<file path="src/rtl/dice_pkg.sv">
// Shared types and constants for the dice roll sequencer: FSM states,
// button indices and the BCD side count selected by each die button.
package dice_pkg;

    typedef enum logic [2:0] {
        IDLE,
        SPIN,
        SLOW,
        SHOW,
        SLEEP
    } state_t;

    localparam int NUM_BTNS = 7;

    localparam int BTN_D4   = 0;
    localparam int BTN_D6   = 1;
    localparam int BTN_D8   = 2;
    localparam int BTN_D10  = 3;
    localparam int BTN_D12  = 4;
    localparam int BTN_D20  = 5;
    localparam int BTN_D100 = 6;

    localparam logic [7:0] BCD_ONE = 8'h01;

    // Side count in BCD per button; the d100 entry is 00, which the wrap rule reads as 100.
    localparam logic [7:0] SIDES_BCD [NUM_BTNS] = '{8'h04, 8'h06, 8'h08, 8'h10, 8'h12, 8'h20, 8'h00};

    function automatic logic [2:0] lowest_set(input logic [NUM_BTNS-1:0] bits);
        lowest_set = 3'd0;
        for (int i = NUM_BTNS - 1; i >= 0; i--) begin
            if (bits[i]) begin
                lowest_set = 3'(i);
            end
        end
    endfunction

endpackage

</file>
<file path="src/rtl/bcd_wrap_inc.sv">
// Two-digit BCD increment that wraps to 01 once the die's top face is reached.
module bcd_wrap_inc
    import dice_pkg::*;
(
    input  logic [7:0] value,
    input  logic [7:0] sides,
    output logic [7:0] next_value
);

    always_comb begin
        next_value = BCD_ONE;
        if (value != sides) begin
            if (value[3:0] == 4'd9) begin
                next_value = (value[7:4] == 4'd9) ? 8'h00 : {value[7:4] + 4'd1, 4'h0};
            end else begin
                next_value = {value[7:4], value[3:0] + 4'd1};
            end
        end
    end

endmodule

</file>
<file path="src/rtl/dice_roll_sequencer.sv">
// Sequences one dice roll: spin while the die button is held, tick-paced
// deceleration after release, then show the result and blank after a timeout.
module dice_roll_sequencer
    import dice_pkg::*;
#(
    parameter int SLOW_STEPS = 8,
    parameter int SHOW_TICKS = 320,
    parameter int TCNT_W     = 9
) (
    input  logic                clk,
    input  logic                rst_n,
    input  logic                tick,
    input  logic [NUM_BTNS-1:0] btn,
    output logic [3:0]          digit1,
    output logic [3:0]          digit10,
    output logic                blank,
    output logic                rolling,
    output logic                done
);

    localparam logic [TCNT_W-1:0] SLOW_LAST = TCNT_W'(SLOW_STEPS);
    localparam logic [TCNT_W-1:0] SHOW_LAST = TCNT_W'(SHOW_TICKS);
    localparam logic [TCNT_W-1:0] CNT_ONE   = TCNT_W'(1);

    state_t              state, state_n;
    logic [NUM_BTNS-1:0] btn_q;
    logic [7:0]          value, value_n;
    logic [7:0]          sides, sides_n;
    logic [2:0]          sel, sel_n;
    logic [TCNT_W-1:0]   step, step_n;
    logic [TCNT_W-1:0]   interval, interval_n;
    logic [TCNT_W-1:0]   tcnt, tcnt_n;
    logic [3:0]          digit1_n, digit10_n;
    logic                blank_n, done_n, rolling_n;

    logic [NUM_BTNS-1:0] rises;
    logic                press;
    logic [2:0]          first_idx;
    logic                held;
    logic [7:0]          inc_value;
    logic [TCNT_W-1:0]   tcnt_inc;
    logic [TCNT_W-1:0]   step_inc;

    assign rises     = btn & ~btn_q;
    assign press     = |rises;
    assign first_idx = lowest_set(rises);
    assign held      = |(btn & (7'b1 << sel));
    assign tcnt_inc  = tcnt + CNT_ONE;
    assign step_inc  = step + CNT_ONE;

    bcd_wrap_inc u_inc (
        .value      (value),
        .sides      (sides),
        .next_value (inc_value)
    );

    always_ff @(posedge clk or negedge rst_n) begin
        if (!rst_n) begin
            state    <= IDLE;
            btn_q    <= 7'h7F;
            value    <= BCD_ONE;
            sides    <= SIDES_BCD[BTN_D6];
            sel      <= 3'(BTN_D6);
            step     <= '0;
            interval <= '0;
            tcnt     <= '0;
            digit1   <= 4'd1;
            digit10  <= 4'd0;
            blank    <= 1'b0;
            rolling  <= 1'b0;
            done     <= 1'b0;
        end else begin
            state    <= state_n;
            btn_q    <= btn;
            value    <= value_n;
            sides    <= sides_n;
            sel      <= sel_n;
            step     <= step_n;
            interval <= interval_n;
            tcnt     <= tcnt_n;
            digit1   <= digit1_n;
            digit10  <= digit10_n;
            blank    <= blank_n;
            rolling  <= rolling_n;
            done     <= done_n;
        end
    end

    always_comb begin
        state_n    = state;
        value_n    = value;
        sides_n    = sides;
        sel_n      = sel;
        step_n     = step;
        interval_n = interval;
        tcnt_n     = tcnt;
        digit1_n   = digit1;
        digit10_n  = digit10;
        blank_n    = blank;
        done_n     = 1'b0;

        case (state)
            IDLE, SHOW, SLEEP: begin
                if (press) begin
                    state_n = SPIN;
                    sel_n   = first_idx;
                    sides_n = SIDES_BCD[first_idx];
                    value_n = BCD_ONE;
                    blank_n = 1'b0;
                    tcnt_n  = '0;
                end else if (state == SHOW && tick) begin
                    if (tcnt_inc == SHOW_LAST) begin
                        state_n = SLEEP;
                        blank_n = 1'b1;
                        tcnt_n  = '0;
                    end else begin
                        tcnt_n = tcnt_inc;
                    end
                end
            end

            // Release wins over a coincident tick, so that tick neither advances nor refreshes.
            SPIN: begin
                if (!held) begin
                    state_n    = SLOW;
                    step_n     = '0;
                    interval_n = CNT_ONE;
                    tcnt_n     = '0;
                end else begin
                    value_n = inc_value;
                    if (tick) begin
                        digit10_n = value[7:4];
                        digit1_n  = value[3:0];
                    end
                end
            end

            SLOW: begin
                if (tick) begin
                    if (tcnt_inc == interval) begin
                        value_n    = inc_value;
                        digit10_n  = inc_value[7:4];
                        digit1_n   = inc_value[3:0];
                        step_n     = step_inc;
                        interval_n = interval + CNT_ONE;
                        tcnt_n     = '0;
                        if (step_inc == SLOW_LAST) begin
                            state_n = SHOW;
                            done_n  = 1'b1;
                        end
                    end else begin
                        tcnt_n = tcnt_inc;
                    end
                end
            end

            default: begin
                state_n = IDLE;
            end
        endcase

        rolling_n = (state_n == SPIN) || (state_n == SLOW);
    end

endmodule

</file>
<file path="config.mk">
export PLATFORM = sky130hd
export DESIGN_NAME = dice_roll_sequencer
export DESIGN_NICKNAME = d
export VERILOG_FILES = /design/src/rtl/dice_pkg.sv /design/src/rtl/bcd_wrap_inc.sv /design/src/rtl/dice_roll_sequencer.sv
export SDC_FILE = /design/constraint.sdc
export NUM_CORES = 1
export LEC_CHECK = 0
export CAP_MARGIN = 5
export CORE_MARGIN = 2
export CORE_UTILIZATION = 62
export CTS_BUF_LIST = sky130_fd_sc_hd__clkbuf_8
export DETAILED_ROUTE_END_ITERATION = 12
export PLACE_DENSITY = 0.9
export SYNTH_ARGS = -nofsm -noshare
export SYNTH_HDL_FRONTEND = slang
export SYNTH_SLANG_ARGS = --single-unit
</file>
<file path="constraint.sdc">
create_clock -name clk -period 5.44 [get_ports clk]
set_input_delay 0.816 -clock clk [delete_from_list [all_inputs] [get_ports clk]]
set_output_delay 0.816 -clock clk [all_outputs]
set_load 0.01 [all_outputs]
</file>
======== Yosys cells after proc, flatten, opt, wreduce, memory -nomap -nowiden ========
Memories as Yosys holds them, arrays and structs flattened. A register that Yosys moved wholly into a read port is not among the register bits.
Cells that the tools add are included.
operators by class
  $add $sub $neg .......................... 5
  multipliers ............................. 0
  div/mod/pow operators ................... 0
  magnitude comparators ................... 0
  equal/unequal tests ..................... 19
  shifts and indexed selects .............. 1
  mux-type cells .......................... 54
  bitwise logic cells ..................... 4
  reduce and logical (&&, ||, !) cells .... 17
operators with widths
  cell                                                              count
  9-bit 2-to-1 mux                                                  11
  8-bit 2-to-1 mux                                                  7
  3-bit 2-to-1 mux                                                  14
  9-bit case mux with 2 select lines                                2
  4-bit 2-to-1 mux                                                  8
  9-bit by 1-bit adder with 9-bit output (second input constant)    3
  9-bit case mux with 3 select lines                                1
  8-bit case mux with 3 select lines                                1
  4-bit case mux with 2 select lines                                2
  7-bit bitwise AND                                                 2
  7-bit OR reduction                                                2
  2-bit inequality test (second input constant)                     6
  5-bit AND reduction                                               2
  3-bit by 2-bit == test with 1-bit output (second input constant)  3
  9-bit by 4-bit == test with 1-bit output (second input constant)  1
  9-bit == test                                                     1
  9-bit == test (second input constant)                             1
  3-bit case mux with 3 select lines                                1
  4-bit by 1-bit adder with 4-bit output (second input constant)    2
  4-bit == test (second input constant)                             2
  8-bit inequality test                                             1
  4-bit AND reduction                                               2
  1-bit 2-to-1 mux                                                  7
  7-bit inverter                                                    1
  14 further kinds                                                  17
word-level totals
  flip-flop bits (word level) ............. 59
  latch bits .............................. 0
  memory bits (writable) .................. 0
  bits in read-only memories .............. 64
  output and inout port bits .............. 11
  memories ................................ 1
memories
  memory            depth  width  read ports  clocked after Yosys merged registers in  write ports  RTL line                    source
  (name not given)  8      8      1           1                                        0            dice_roll_sequencer.sv:107  sides_n = SIDES_BCD[first_idx];

======== Longest topological paths before layout ========
  depth after elaboration ................. 10
  gate-level depth with buffers ........... 11
  mapped depth without buffers ............ 9

======== Cells and area by module ========
From an unflattened synthesis, not the netlist that was laid out.
unflattened totals
  cells, all modules ...................... 421
  area, all modules ....................... 4028.9 sq um
by module, submodules not included
  module               times used  cells each  area each (sq um)  sequential area each (sq um)
  dice_roll_sequencer  1           378         3657.3             1616.6
  bcd_wrap_inc         1           43          371.6              0.0

======== Worst setup path before layout ========
Ideal clock, no wire load.
  path type ............................... register -> register
  start ................................... reg tcnt[1]
  end ..................................... reg digit10[1]
  library setup time ...................... 0.125 ns
  data arrival time ....................... 2.445 ns
  setup slack ............................. 2.870 ns
  stages on the path, launching flop included .. 11
  clock period less this slack ............ 2.570 ns
  cells stage by stage .................... dfrtp_1 -> ha_1 -> buf_2 -> o21ba_2 -> a22oi_1 -> o21a_1 -> and3_4 -> a21oi_2 -> or3_1 -> buf_6 -> mux2_4
on the way
  cells in the longest elaborated chain, start to end .. 4
RTL lines
  what                                    RTL line                    source
  start: declaration                      dice_roll_sequencer.sv:32   logic [TCNT_W-1:0] tcnt, tcnt_n;
  start signal: assignment                dice_roll_sequencer.sv:80   tcnt <= tcnt_n;
  9-bit by 1-bit adder with 9-bit output  dice_roll_sequencer.sv:48   assign tcnt_inc = tcnt + CNT_ONE;
  9-bit == test                           dice_roll_sequencer.sv:140  if (tcnt_inc == interval) begin
  2-bit inequality test (no line)         -
  5-bit AND reduction (no line)           -
  end signal: assignment                  dice_roll_sequencer.sv:82   digit10 <= digit10_n;
  end: declaration                        dice_roll_sequencer.sv:15   output logic [3:0] digit10,
No other way between the ends.
A chain may end at the register's enable or synchronous reset.

======== Final worst setup path ========
  start ................................... in btn[1]
  end ..................................... reg tcnt[5]
on the way
  cells in the longest elaborated chain, start to end .. 4
  elaborated cells between the ends (all ways) .. 9
  those cells by class .................... 2 x eq/ne; 2 x mux; 2 x bitwise; 3 x reduce/logical
RTL lines
  what                                                                                        RTL line                                              source
  start: declaration                                                                          dice_roll_sequencer.sv:13                             input logic [NUM_BTNS-1:0] btn,
  7-bit bitwise AND, on equally long branches                                                 dice_roll_sequencer.sv:44, dice_roll_sequencer.sv:47
  7-bit OR reduction, on equally long branches                                                dice_roll_sequencer.sv:45, dice_roll_sequencer.sv:47
  3-bit inequality test (no line) (tied with other cells)                                     -
  4-bit AND reduction (no line) / 9-bit case mux with 3 select lines (equally long branches)  -
Several ways; a longest one is shown, not always the timed one.

==> impl_results.md <==
- # clock sinks: 64
- Initial Util: between 60 and 70%
- Period Utilization, post-route: roughly three fifths
- Via count: about 3500
- Max-Cap Viols: 0
- Die Ht: approximately 85 um
- Synth Warn #: 0
- Largest net degree at the start of global routing: between 60 and 70
- Setup_tns: 0 ns
- Die width: roughly 85 um
- Clk slew on worst S/H paths: about 0.07 ns
- First-pass GRT wire length: about 15000 um
- CTS resizes: 0
- Longest Clk Path Bufs: 2
- Clk_lat worst skew: ~0.35 ns
- Setup Fix Bufs, Post-CTS: 0
- Number of port buffers: 20
- Outcome: completed
- Flop-to-flop setup slack: approximately 2.3 ns
- Cell with the most instances after synthesis: dfrtp_1
- H-tree Lvls: 3
- Synth Area per Inst: ~9 um2
- DRT antenna net count: 0
- ANT cells: 0
- RSZ-0062 raised after global routing: no
- Post-layout minimum cycle time: ~3.2 ns
- Total CTS buffers: 9
- Post-DR wirelength/cell: about 16 um
- Slew HR: approximately two fifths
- Critical R2R Capture: interval[1]
- Clk_skew: about 0.010 ns
- Placer Congestion: 0.854
- Iter 0 DRT Violations: 320
- Total gr overflow: 0
- Root Driver: clkbuf_8
- Residual DRC: 0
- CTS tree: yes
- Drt first pass iters: 5
- Critical Path RT: 5.71 ns
- # IOs: 21
- Proportion of synthesized area in mux cells: roughly 4.8%
- Layout cell share with drive strength beyond 1: a little under an eighth
- Max Slew Vio Count: 0
- Synthesized flop and latch total: 64
- Post-synth ARST share: 100%
- Syn_nets: between 400 and 500
- Nets: roughly 470
- Hold Crit Start: sides[1]
- Vias per std cell: about 6.5
- CTS Hold Bufs: 0
- Synth Area in XOR/XNOR: under 10%
- Synth Area in Simple Gates: 26.2%
- Num rows: 29
- Die footprint: 7240 um2
- Number of enable flip-flop cells after synthesis: 0
- P_leak: around 1.9 nW
- Worst R2R Path Depth: 8
- CP startpoint kind: input port
- Netlist Area Pre-Place: between 4000 and 5000 um2
- CORE AREA: 6350 um2
- Critical path launch point: btn[1]
- Area share of fa/ha/maj cells after synthesis: ~1.8%
- Crit path kind: input port to register
- Placed cell count: 523
- Achievable Freq: 312 MHz
- Top cell type's share of synthesized area: 31.9%
- Hold depth: 2
- Seq/Total Area, Yosys: 39.7%
- Worst hold path type: register to register
- DP HPWL: between 5000 and 6000 um
- PwrDens: ~420 nW/um2
- Synth Instances: 452
- Final Non-Filler Cells: 539
- Vias in the first global route: approximately 3200
- Initial antenna violation count: 0
- Post-synth top cells: dfrtp_1 (52), nand2_1 (50), o21ai_0 (34)
- Area Growth Syn to Fin: 8.47%
- Yosys cell types: between 70 and 80
- Post-synthesis compound-gate area fraction: between 10% and 20%
- Largest family of logic cells by synthesized area: simple AND/OR/NAND/NOR gates
- Synth area leaders: dfrtp_1 (32%), dfstp_2 (7.7%), nand2_1 (4.6%), o21ai_0 (4.2%), nor2_1 (2.9%)
- Critical R2R Launch: tcnt[0]
- WL final: just under 9000 um
- Setup crit end kind: register
- Crit Path Max Fanout: 14
- GRT Util Overall: between 20% and 30%
- Worst-margin pin slew: approximately 0.89 ns
- Final setup fails: 0
- Most common flop cell mapped by yosys: dfrtp_1
- Worst vdd ir: approximately 310 uV
- Yosys top cell by area: dfrtp_1
- Hold path endpoint: sides[1]
- Worst path arrival time: about 3.5 ns
- Final Hold Fails: 0
[cell usage in the layout, fill, tap and decap left out, drive strengths merged, types with 9 or more instances in the layout]
cell / n
dfstp: 12
nor2b: 12
xnor2: 13
nand2: 50
nand2b: 19
or3: 10
dfrtp: 52
nor2: 34
o21ai: 37
clkdlybuf4s50: 19
inv: 9
nand4: 11
nand3: 16
a21oi: 18
clkbuf: 10
mux2i: 11
nor3: 12
[layer usage]
layer,track usage (%),share of wire [%],vias to the layer above
li1,-,-,1660
met1,34.1,45,1643
met2,38.4,46,148
met3,4.18,5.5,31
met4,12.6,3.1,0
met5,0,0,-
[sequential cells by signal (all words and copies together), names as in the netlist, 4 cells and up]
register	count
value	8
sides	5
interval	9
digit10	4
step	9
btn_q	7
tcnt	9
digit1	4
[cells by family (layout without fill, tap and decap cells)]
kind of cell	Yosys count	after routing
AOI/OAI and AO/OA	117	117
muxes	17	17
DFF	64	64
and+or+nand+nor	196	196
xor gates and xnor gates	17	17
adders and majority gates	6	6
buffers and inverters	35	45
[how the worst max path moves through the flow]
stage,slack [ns],to,depth (start not counted)
final,2.24,tcnt[5],8
after global routing,1.94,tcnt[5],8
after CTS,2.23,interval[1],8
after detailed placement,1.96,tcnt[0],7
after global placement,2.04,tcnt[8],8
after floorplan,2.87,digit10[1],10
[worst max-delay path, stage by stage]
cell	delay [ns]
clkdlybuf4s50_1	0.44
nand2b_1	0.16
nand4_1	0.22
o21ai_1	0.76
o211ai_1	0.53
nand3_1	0.24
o21ai_0	0.13
nor3_1	0.16
[metrics by stage]
step / util, % / total power, mW / area, um2 / hold slack (ns) / worst slack [ns]
after floorplan: - / 1.29 / 4080 / 0.465 / 2.87
after global placement: 66.6 / 1.44 / 4230 / 0.464 / 2.04
after detailed placement: 66.6 / 1.46 / 4230 / 0.477 / 1.96
after CTS: 69.6 / 1.87 / 4420 / 0.493 / 2.23
after global routing: 69.6 / 1.99 / 4420 / 0.530 / 1.94
final: 69.6 / 1.88 / 4420 / 0.492 / 2.24
[report_power, final]
part	leakage, nW	internal [mW]	total, mW	switching, mW
sequential	0.828	0.575	0.682	0.107
combinational	0.918	0.326	0.789	0.462
clock	0.108	0.218	0.405	0.186
[area by class of cell]
class	count	area, um2
Timing Repair Buffer	22	210
Inverter	7	26.3
Tap cell	77	96.3
Sequential cell	64	1620
Clock inverter	6	52.6
Clock buffer	10	138
Fill cell	484	1930
Multi-Input combinational cell	353	2280
No activity file was read; power rests on OpenSTA's default activity.
